[config.mk]
export PLATFORM = sky130hd
export DESIGN_NAME = bcd_serial_add_ctrl
export DESIGN_NICKNAME = d
export VERILOG_FILES = /design/src/rtl/bcd_pkg.sv /design/src/rtl/bcd_digit_add.sv /design/src/rtl/bcd_serial_add_ctrl.sv
export SDC_FILE = /design/constraint.sdc
export NUM_CORES = 1
export LEC_CHECK = 0
export CAP_MARGIN = 30
export CORE_MARGIN = 2
export CORE_UTILIZATION = 53
export CTS_CLUSTER_DIAMETER = 50
export DETAILED_ROUTE_END_ITERATION = 16
export MAX_ROUTING_LAYER = met4
export PLACE_DENSITY = 0.88
export SKIP_CTS_REPAIR_TIMING = 1
export SYNTH_ARGS = -nofsm -noshare
export SYNTH_HDL_FRONTEND = slang
export SYNTH_HIERARCHICAL = 1
export SYNTH_SLANG_ARGS = --single-unit
[constraint.sdc]
create_clock -name clk -period 5.3 [get_ports clk]
set_input_delay 0.795 -clock clk [delete_from_list [all_inputs] [get_ports clk]]
set_output_delay 0.795 -clock clk [all_outputs]
set_load 0.005 [all_outputs]
[src/rtl/bcd_pkg.sv]
// Shared BCD types, constants and digit helpers for the serial BCD datapath blocks.
package bcd_pkg;

    typedef logic [3:0] bcd_digit_t;

    localparam bcd_digit_t BCD_MAX  = 4'd9;
    localparam bcd_digit_t BCD_CORR = 4'd6;

    typedef enum logic [1:0] {
        IDLE = 2'd0,
        RUN  = 2'd1,
        DONE = 2'd2
    } state_t;

    function automatic bcd_digit_t bcd_nines(input bcd_digit_t d);
        return BCD_MAX - d;
    endfunction

    function automatic logic bcd_is_valid(input bcd_digit_t d);
        return d <= BCD_MAX;
    endfunction

endpackage

[src/rtl/bcd_digit_add.sv]
// Combinational single-digit BCD adder: binary add, then +6 correction when the sum passes 9.
module bcd_digit_add
    import bcd_pkg::*;
(
    input  bcd_digit_t a,
    input  bcd_digit_t b,
    input  logic       cin,
    output bcd_digit_t s,
    output logic       cout
);

    logic [4:0] bin_sum;

    always_comb begin
        bin_sum = {1'b0, a} + {1'b0, b} + {4'b0000, cin};
        if (bin_sum > {1'b0, BCD_MAX}) begin
            s    = bin_sum[3:0] + BCD_CORR;
            cout = 1'b1;
        end else begin
            s    = bin_sum[3:0];
            cout = 1'b0;
        end
    end

endmodule

[src/rtl/bcd_serial_add_ctrl.sv]
// Digit-serial BCD add/subtract controller: one digit per cycle, LSD first, carry held between digits.
// Handshakes: a transfer happens on a rising edge where valid and ready are both high; valid holds its payload stable until that edge.
module bcd_serial_add_ctrl
    import bcd_pkg::*;
#(
    parameter int NDIG = 4
) (
    input  logic              clk,
    input  logic              rst_n,
    input  logic              req_valid,
    output logic              req_ready,
    input  logic [4*NDIG-1:0] req_a,
    input  logic [4*NDIG-1:0] req_b,
    input  logic              req_sub,
    output logic              rsp_valid,
    input  logic              rsp_ready,
    output logic [4*NDIG-1:0] rsp_sum,
    output logic              rsp_cout,
    output logic              rsp_err
);

    localparam int CW = $clog2(NDIG) + 1;
    localparam int W  = 4 * NDIG;

    state_t      state;
    logic [W-1:0] a_q;
    logic [W-1:0] b_q;
    logic        carry;
    logic        err_q;
    logic [CW-1:0] cnt;

    logic        in_err;
    logic [W-1:0] b_in;
    bcd_digit_t  dig_a;
    bcd_digit_t  dig_b;
    bcd_digit_t  dig_s;
    logic        dig_c;
    logic        last_dig;

    // Subtraction stores the 9's complement of B; the +1 arrives as the initial carry.
    always_comb begin
        in_err = 1'b0;
        b_in   = '0;
        for (int i = 0; i < NDIG; i++) begin
            in_err = in_err | !bcd_is_valid(req_a[4*i +: 4]) | !bcd_is_valid(req_b[4*i +: 4]);
            b_in[4*i +: 4] = req_sub ? bcd_nines(req_b[4*i +: 4]) : req_b[4*i +: 4];
        end
    end

    always_comb begin
        dig_a = '0;
        dig_b = '0;
        for (int i = 0; i < NDIG; i++) begin
            if (cnt == CW'(i)) begin
                dig_a = a_q[4*i +: 4];
                dig_b = b_q[4*i +: 4];
            end
        end
    end

    assign last_dig = (cnt == CW'(NDIG - 1));

    bcd_digit_add u_digit_add (
        .a    (dig_a),
        .b    (dig_b),
        .cin  (carry),
        .s    (dig_s),
        .cout (dig_c)
    );

    always_ff @(posedge clk or negedge rst_n) begin
        if (!rst_n) begin
            state     <= IDLE;
            a_q       <= '0;
            b_q       <= '0;
            carry     <= 1'b0;
            err_q     <= 1'b0;
            cnt       <= '0;
            req_ready <= 1'b1;
            rsp_valid <= 1'b0;
            rsp_sum   <= '0;
            rsp_cout  <= 1'b0;
            rsp_err   <= 1'b0;
        end else begin
            case (state)
                IDLE: begin
                    if (req_valid) begin
                        a_q       <= req_a;
                        b_q       <= b_in;
                        carry     <= req_sub;
                        err_q     <= in_err;
                        cnt       <= '0;
                        rsp_sum   <= '0;
                        rsp_cout  <= 1'b0;
                        rsp_err   <= 1'b0;
                        req_ready <= 1'b0;
                        state     <= RUN;
                    end
                end
                RUN: begin
                    // A bad operand still spends one cycle here so its response appears one edge after accept.
                    if (err_q) begin
                        rsp_err   <= 1'b1;
                        rsp_valid <= 1'b1;
                        state     <= DONE;
                    end else begin
                        for (int i = 0; i < NDIG; i++) begin
                            if (cnt == CW'(i)) rsp_sum[4*i +: 4] <= dig_s;
                        end
                        carry <= dig_c;
                        cnt   <= cnt + CW'(1);
                        if (last_dig) begin
                            rsp_cout  <= dig_c;
                            rsp_valid <= 1'b1;
                            state     <= DONE;
                        end
                    end
                end
                DONE: begin
                    if (rsp_ready) begin
                        rsp_valid <= 1'b0;
                        req_ready <= 1'b1;
                        state     <= IDLE;
                    end
                end
                default: state <= IDLE;
            endcase
        end
    end

endmodule

==> run summary, run 1 <==
Status: finished clean
Setup ws final: 1020 ps
Hold Violations, Final: 0
First-pass GRT wire length: 11,700 um
P_leak: 1.82 nW
Port Buffers: 56
Share of the synthesized area in the top cell type: 45.9%
Syn Std Cell Area: 0.00316 mm2
Pin count of the biggest net entering global routing: 60
Hold path depth: 2
GRT Resource Usage Total: 24.4%
Yosys top cell by area: dfrtp_1
Routed Wire Length: 6870 um
Yosys Warn Count: 6
CTS max path bufs: 2
RSZ-0062 raised after global routing: no
Worst min-delay path category: reg -> reg
DR WL/cell: 14.8 um
Peak VDD IR: 401 uV
Clock Skews: 11.6 ps
Synth Instances: 327
Antenna-violating nets left: 0
Fin. max-slew vios: 0
FP Rows: 28
Setup Viol. Count Final: 0
Post-Syn Nets: 379
Crit-path max cell delay: 480 ps
Initial Util: 54.0%
Vias/cell: 5.39
Number of max-cap violations: 0
Die width: 81.2 um
Die ar.: 0.00660 mm2
Detailed Place HPWL: 5260 um
Diode count: 0
Tcrit/Tclk final: 80.8%
GPL Wtd Cong: 0.801
Fmax: 234 MHz
Slowest cell on the critical path: a2111oi_0
Vias: 2,495
Register area: 0.00148 mm2
Final min period: 4280 ps
CTS tree: built
Most used DFF post-synth: dfrtp_1
Place WS: 1080 ps
Register area share after synthesis: 46.7%
CP Max Fanout: 15
Vias in the first global route: 2,512
Synthesis-to-finish area growth: 24.6%
Mean Syn Cell Area: 9.67 um2
Worst EP required: 5520 ps
Synth area leaders: dfrtp_1 (46%), nand2_1 (10%), mux2_2 (7.5%)
Core area: 0.00585 mm2
Worst r2r path cells: 14
First-pass detailed-route iteration total: 4
Yosys reg bits: 59
Total grt overflow: 0
Worst-path cell chain: inv_1 -> ha_1 -> o21ai_0 -> mux2_2 -> a22o_1 -> fa_1 -> fa_1 -> xnor2_1 -> ha_1 -> a31o_1 -> a2111oi_0 -> nor2b_1 -> and2_1 -> mux2_2
H-tree depth: 3
Clk slew on worst S/H paths: 70 ps
Layout cells sized above 1: 12.6%
Worst-Skew Late Latency: 340 ps
Distinct cell type count after synthesis: 42
Num CTS Buffers: 9
Crit path DAT: 4500 ps
Nets: 435
Post-synth EDFFs: 0
Multi-input gate area: 0.00154 mm2
Io pins: 57
DRC errors left: 0
Drt first-iter violations: 159
Max_slew headroom: 51.8%
Sink Count: 59
Fill cell count: 448
Root Driver: clkbuf_8
Pwr/cell area: 585 mW/mm2
Setup total negative slack: 0 ps
Die H: 81.2 um
Startpoint Class: flop
Initial antenna violation count: 0
Worst-margin pin slew: 723 ps
Crit path capture type: flop
Type of the worst setup path: reg -> reg
Async set-reset flop share out of synthesis: 100%
stage by stage:
stage	total power, mW	util, %	std cells	area (um2)	hold slack (ps)
2_1_floorplan	1.56	-	327	3160	440
6_report	2.31	67.3	463	3940	486
5_1_grt	2.48	67.3	463	3940	514
4_1_cts	2.31	67.3	463	3940	491
3_3_place_gp	1.83	64.2	447	3750	470
3_5_place_dp	1.91	64.2	447	3750	474
cell families (layout without fill, tap and decap cells):
kind of cell	count (synthesis)	after routing	share of synthesized area [%]
AND/OR/NAND/NOR	115	115	15.7
AO/OA/AOI/OAI	71	71	14.9
flip-flops	59	59	46.7
buffers and inverters	31	92	4.43
multiplexers	26	26	9.06
adder cells (fa/ha/maj)	15	15	6.41
XOR/XNOR	10	10	2.77
state kept, by name (all words and copies together), names as in the netlist:
name / count
rsp_sum: 16
rsp_cout: 1
state: 2
cnt: 3
rsp_err: 1
a_q: 16
rsp_valid: 1
b_q: 16
carry: 1
err_q: 1
req_ready: 1
Yosys cell counts (all sizes together), types with 4 or more instances:
| cell | count |
|---|---|
| and2 | 4 |
| mux2i | 5 |
| mux2 | 21 |
| xnor2 | 7 |
| nor2 | 10 |
| buf | 8 |
| inv | 18 |
| a21oi | 17 |
| clkbuf | 5 |
| o21ai | 33 |
| nand2 | 85 |
| a22o | 10 |
| ha | 13 |
| dfrtp | 58 |
final timing paths:
kind / from / to / slack [ps]
min in group asynchronous: rst_n / a_q[11] / 580
max: cnt[1] / rsp_sum[3] / 1020
min reg2reg: a_q[7] / a_q[7] / 490
min: a_q[7] / a_q[7] / 490
max reg2reg: cnt[1] / rsp_sum[3] / 1020
max in group asynchronous: rst_n / b_q[7] / 4220
cells in the final DEF (no fill, tap or decap), types with 2 or more instances in the layout:
cell             synthesis  layout
a21oi_1                 13      13
a21oi_2                  3       3
a221oi_1                 3       3
a22o_1                  10      10
and2_1                   4       4
buf_4                    0       2
clkbuf_1                 4       2
clkbuf_8                 0       9
clkdlybuf4s50_1          0      55
clkinv_2                 0       3
dfrtp_1                 58      58
fa_1                     2       2
ha_1                    13      13
inv_1                   18      18
mux2_2                  21      21
mux2i_1                  5       5
nand2_1                 85      85
nand2b_1                 2       2
nand3_1                  3       3
nor2_1                  10      10
nor2b_1                  2       2
o21ai_0                 29      29
o21ai_1                  4       4
o22ai_1                  2       2
xnor2_1                  7       7
xor2_1                   3       3
worst max-delay path: cells and delay by family (launching register included):
family	cells	cell delay [ps]
compound gates	4	1100
buf+inv	1	90
flops	1	410
xor+xnor	1	190
mux	2	540
simple gates	2	280
fa+ha+maj	4	1560
power breakdown:
part           total (mW)  internal (mW)  switching (mW)
registers           0.765          0.634           0.131
logic                1.15          0.565           0.589
clock network       0.386          0.215           0.171
layout make-up:
class                      count  area share, %
multi-input combinational    237           39.2
sequential                    59           37.5
timing repair buffer          58           14.5
clock buffer                  11           3.34
tap                           75           2.38
inverter                      18           1.72
clock inverter                 5           1.37
routing by layer:
layer,part of all wire [%],track usage (%),vias up
met5,0,-,-
met4,2.3,10.7,0
met3,3.8,5.44,17
met2,50,39.5,70
met1,43,29.5,1184
li1,-,-,1224
Power figures use the tool's default switching activity.
==> inputs of run 2 (changes only) <==
--- a/config.mk
+++ b/config.mk
@@ -7,11 +7,11 @@
 export LEC_CHECK = 0
 export CAP_MARGIN = 30
 export CORE_MARGIN = 2
-export CORE_UTILIZATION = 53
+export CORE_UTILIZATION = 48
 export CTS_CLUSTER_DIAMETER = 50
 export DETAILED_ROUTE_END_ITERATION = 16
 export MAX_ROUTING_LAYER = met4
-export PLACE_DENSITY = 0.88
+export PLACE_DENSITY = 0.85
 export SKIP_CTS_REPAIR_TIMING = 1
 export SYNTH_ARGS = -nofsm -noshare
 export SYNTH_HDL_FRONTEND = slang
==> constraint.sdc (replaced) <==
create_clock -name clk -period 3.5 [get_ports clk]
set_input_delay 0.525 -clock clk [delete_from_list [all_inputs] [get_ports clk]]
set_output_delay 0.525 -clock clk [all_outputs]
set_load 0.005 [all_outputs]
==> run 2 against run 1 <==
  * The flow now finishes with violations (setup timing)
  * Maximum frequency increased by 18%
  * Combinational power increased by 110%
  * Worst hold slack got worse by 290 ps
  * Global-route usage decreased by 2.5 points
  * Design area increased by 7.3%
  * Largest power group unchanged
==> run summary, run 2 (synthesis gave the netlist of run 1 again) <==
Pwr/cell area: 973 mW/mm2
Critical path origin: cnt[0]
Clk slew on worst S/H paths: 60 ps
FP Rows: 29
Status: finished, violations left
Crit-path max cell delay: 410 ps
Most frequent cells in the layout: nand2_1 (84), dfrtp_1 (58), clkdlybuf4s50_1 (55)
Antenna-violating nets left: 0
Worst min-delay path category: in -> async
Num CTS Buffers: 9
Number of max-cap violations: 0
H-tree depth: 3
Slack of the worst reg-to-reg path: -120 ps
CP Max Fanout: 6
Reg-to-reg endpoint: rsp_sum[11]
Setup total negative slack: -948 ps
Area of placed instances: 0.00397 mm2
Die width: 85.2 um
GPL Wtd Cong: 0.878
Final instance area: 0.00423 mm2
Met2 WL: 3500 um
Nets: 453
Io pins: 57
DR WL/cell: 15.0 um
Die ar.: 0.00725 mm2
Vias in the first global route: 2,589
Peak VDD IR: 923 uV
Initial Util: 49.8%
Max_slew headroom: 46.3%
Routed Wire Length: 7220 um
Pin count of the biggest net entering global routing: 49
Setup ws final: -121 ps
Fill cell count: 528
Diode count: 0
Setup Viol. Count Final: 12
Top Layer Used: met4
Slowest cell on the critical path: dfrtp_1
Sink Count: 59
Total power: 4.11 mW
Total grt overflow: 0
WL met3: 396 um
First-pass GRT wire length: 12,000 um
CTS tree: built
Die H: 85.2 um
CP Capture Point: rsp_sum[11]
Violated checks: setup timing
Initial antenna violation count: 0
Worst-path cell chain: buf_6 -> ha_4 -> nand2_1 -> o21ai_2 -> mux2_4 -> a22o_1 -> fa_2 -> fa_2 -> xnor2_4 -> ha_4 -> a31o_4 -> a2111oi_4 -> nor2b_1 -> and2_4 -> mux2_4
DRC errors left: 0
Crit path DAT: 3850 ps
Worst-Skew Late Latency: 350 ps
Core area: 0.00635 mm2
Final min period: 3620 ps
Detailed Place HPWL: 5360 um
Drt first-iter violations: 92
Vias/cell: 5.28
First-pass detailed-route iteration total: 4
Worst r2r path cells: 15
Vias: 2,545
Fmax: 276 MHz
Synthesis-to-finish area growth: 33.7%
GRT Resource Usage Total: 22.0%
Root Driver: clkbuf_8
Layout cells sized above 1: 21.0%
Worst-margin pin slew: 803 ps
P_leak: 1.96 nW
Final cell utilization of the core: 66.6%
Crit path capture type: flop
CTS max path bufs: 2
Commonest non-fill, non-tap cell in the layout: nand2_1
Clock Skews: 8.17 ps
Tcrit/Tclk final: 103%
Largest regs: a_q (16), b_q (16), rsp_sum (16)
Hold Violations, Final: 0
Type of the worst setup path: reg -> reg
Reg2reg start: cnt[0]
Fin. max-slew vios: 0
Met1 wire length: 3120 um
Startpoint Class: flop
RSZ-0062 raised after global routing: yes
Worst EP required: 3730 ps
Port Buffers: 56
==> run 2: cell types whose count changed in the layout (fill, tap and decap cells not counted), sizes merged <==
cell,change
buf,+18
clkbuf,+2
clkinv,-2
bufinv,-1
==> run 2: stage by stage <==
stage	hold WS [ps]	worst slack (ps)	cells
final	195	-121	482
after global placement	458	4.06	464
after floorplan	229	-75.3	327
after detailed placement	466	-121	464
after CTS	214	-161	479
after global routing	255	-215	482
==> run 2: area by class of cell <==
cell class                 instances  area (um2)  area share (%)
timing repair buffer              76         709            16.8
multi-input combinational        237        1700            40.1
clock inverter                     2        10.0           0.237
sequential                        59        1480            35.0
tap                               77        96.3            2.28
clock buffer                      13         169            4.00
inverter                          18        67.6            1.60
==> run 2: power by group <==
group | total (mW) | internal [mW] | switching, mW
Clock | 0.565 | 0.308 | 0.257
Sequential | 1.16 | 0.960 | 0.196
Combinational | 2.39 | 1.31 | 1.08
Total | 4.11 | 2.58 | 1.53
==> run 2: worst min path at each step <==
stage                      end  cells past startpoint
floorplan               a_q[0]                      0
global placement       b_q[10]                      2
detailed placement      a_q[3]                      2
CTS                 rsp_sum[2]                      1
global route        rsp_sum[2]                      1
finish              rsp_sum[7]                      1
==> run 2: critical path, delay by kind of cell (launching register included) <==
kind / cells / cell delay (ps)
adders and majority gates: 4 / 1120
muxes: 2 / 520
and+or+nand+nor: 3 / 330
xor gates and xnor gates: 1 / 170
buffers and inverters: 1 / 130
DFF: 1 / 410
AOI/OAI and AO/OA: 4 / 820
==> run 2: metal layers <==
metal	global-route usage (%)	vias to the layer above
met5	-	-
met2	36.2	80
met3	4.47	19
li1	-	1254
met4	11.4	0
met1	25.3	1192
==> inputs of run 3 (changes only) <==
--- a/config.mk
+++ b/config.mk
@@ -12,6 +12,7 @@
 export DETAILED_ROUTE_END_ITERATION = 16
 export MAX_ROUTING_LAYER = met4
 export PLACE_DENSITY = 0.85
+export REMOVE_ABC_BUFFERS = 1
 export SKIP_CTS_REPAIR_TIMING = 1
 export SYNTH_ARGS = -nofsm -noshare
 export SYNTH_HDL_FRONTEND = slang
==> run 3 against run 2 <==
  * The flow still finishes with violations (setup timing)
  * Register-to-register slack worse by 50 ps
  * Sequential power about the same
  * Worst setup slack worse by 53 ps
  * Clock power is 8.3% lower
  * Flip-flop and latch count unchanged
  * First-iteration DRC count up 12%
==> run summary, run 3 (synthesis gave the netlist of run 1 again) <==
GRT Resource Usage Total: 22.0%
Layout cells sized above 1: 21.5%
WP buf/inv: 1
Worst EP required: 3720 ps
GPL Wtd Cong: 0.865
Die ar.: 0.00725 mm2
Total grt overflow: 0
Final cell utilization of the core: 66.6%
CP Max Fanout: 6
Core area: 0.00635 mm2
Final min period: 3670 ps
Die H: 85.2 um
P_leak: 1.96 nW
Crit path capture type: flop
Max_slew headroom: 41.6%
CTS max path bufs: 2
Die width: 85.2 um
Worst-margin pin slew: 872 ps
Fmax: 272 MHz
Vias in the first global route: 2,658
Setup ws final: -174 ps
Multi-input gate area: 0.00166 mm2
Pwr/cell area: 984 mW/mm2
Peak VDD IR: 658 uV
Routed Wire Length: 7420 um
Register area: 0.00148 mm2
Sink Count: 59
Worst-Skew Late Latency: 340 ps
Vias: 2,630
Commonest non-fill, non-tap cell in the layout: nand2_1
Hold Violations, Final: 0
Clk slew on worst S/H paths: 60 ps
Diode count: 0
Largest regs: a_q (16), b_q (16), rsp_sum (16)
Reg-to-reg endpoint: rsp_sum[2]
Worst min-delay path category: in -> async
Detailed Place HPWL: 5390 um
Startpoint Class: flop
Io pins: 57
DR WL/cell: 15.1 um
Status: finished, violations left
FP Rows: 29
Pin count of the biggest net entering global routing: 49
Num CTS Buffers: 9
Worst r2r path cells: 15
Slack of the worst reg-to-reg path: -170 ps
Fill cell count: 504
Violated checks: setup timing
Clock Skews: 5.26 ps
Type of the worst setup path: reg -> reg
Crit-path max cell delay: 420 ps
Delay-heaviest family, CP: adder cells
Setup Viol. Count Final: 12
Critical path depth in cells: 15
Drt first-iter violations: 103
First-pass detailed-route iteration total: 4
DRC errors left: 0
Slowest cell on the critical path: fa_2
Port Buffers: 56
Reg2reg start: cnt[0]
Antenna-violating nets left: 0
CTS tree: built
First-pass GRT wire length: 12,100 um
Root Driver: clkbuf_8
Tcrit/Tclk final: 105%
Place WS: -478 ps
Initial antenna violation count: 0
Vias/cell: 5.36
Crit path DAT: 3890 ps
H-tree depth: 3
Fin. max-slew vios: 0
Number of max-cap violations: 0
Initial Util: 49.8%
Nets: 461
Most frequent cells in the layout: nand2_1 (85), dfrtp_1 (58), clkdlybuf4s50_1 (55)
Worst-path cell chain: buf_6 -> ha_4 -> nand2_1 -> o21ai_1 -> mux2_2 -> a22o_1 -> fa_2 -> fa_2 -> xnor2_4 -> ha_4 -> a31o_4 -> o31ai_4 -> mux2i_1 -> and2_4 -> mux2_2
RSZ-0062 raised after global routing: yes
Synthesis-to-finish area growth: 33.7%
run 3: changes by cell type in the layout (fill, tap and decap cells not counted), sizes merged:
cell and change:
buf +8, clkinv +1, clkinvlp +2, clkbuf -2
run 3: cell type report:
| cell class | count | share of cell area [%] |
|---|---|---|
| clock buffers | 11 | 3.11 |
| clock inverters | 5 | 0.710 |
| inverters | 18 | 1.60 |
| multi-input cells | 237 | 39.2 |
| flip-flops and latches | 59 | 35.0 |
| well taps | 77 | 2.28 |
| repair buffers | 84 | 18.2 |
run 3: metal layers:
metal	vias to the layer above	part of all wire (%)	global-route usage (%)
li1	1277	-	-
met1	1273	43	25.9
met2	69	51	36.3
met3	11	5.2	5.25
met4	0	1.5	8.51
met5	-	0	-
run 3: worst max path at each step:
stage                       from           to  slack [ps]
after floorplan           cnt[1]  rsp_sum[11]        -360
after global placement    cnt[0]   rsp_sum[7]        -300
after detailed placement  cnt[0]   rsp_sum[7]        -480
after CTS                 cnt[0]  rsp_sum[15]        -500
after global routing      cnt[0]  rsp_sum[15]        -330
final                     cnt[0]   rsp_sum[2]        -170
run 3: where the power goes:
group | internal, mW | leakage (nW) | switching, mW | total, mW
sequential | 0.959 | 0.743 | 0.187 | 1.15
combinational | 1.36 | 1.13 | 1.14 | 2.49
clock | 0.253 | 0.0791 | 0.266 | 0.518
run 3: stage by stage:
step / power [mW] / instances / area, um2 / hold WS [ps] / setup TNS, ps
CTS: 3.64 / 486 / 4080 / 274 / -5650
detailed placement: 3.11 / 470 / 3910 / 464 / -5330
global placement: 2.99 / 470 / 3910 / 459 / -3140
floorplan: 2.33 / 314 / 3090 / 229 / -4060
global route: 4.47 / 491 / 4230 / 325 / -3810
finish: 4.16 / 491 / 4230 / 270 / -1840
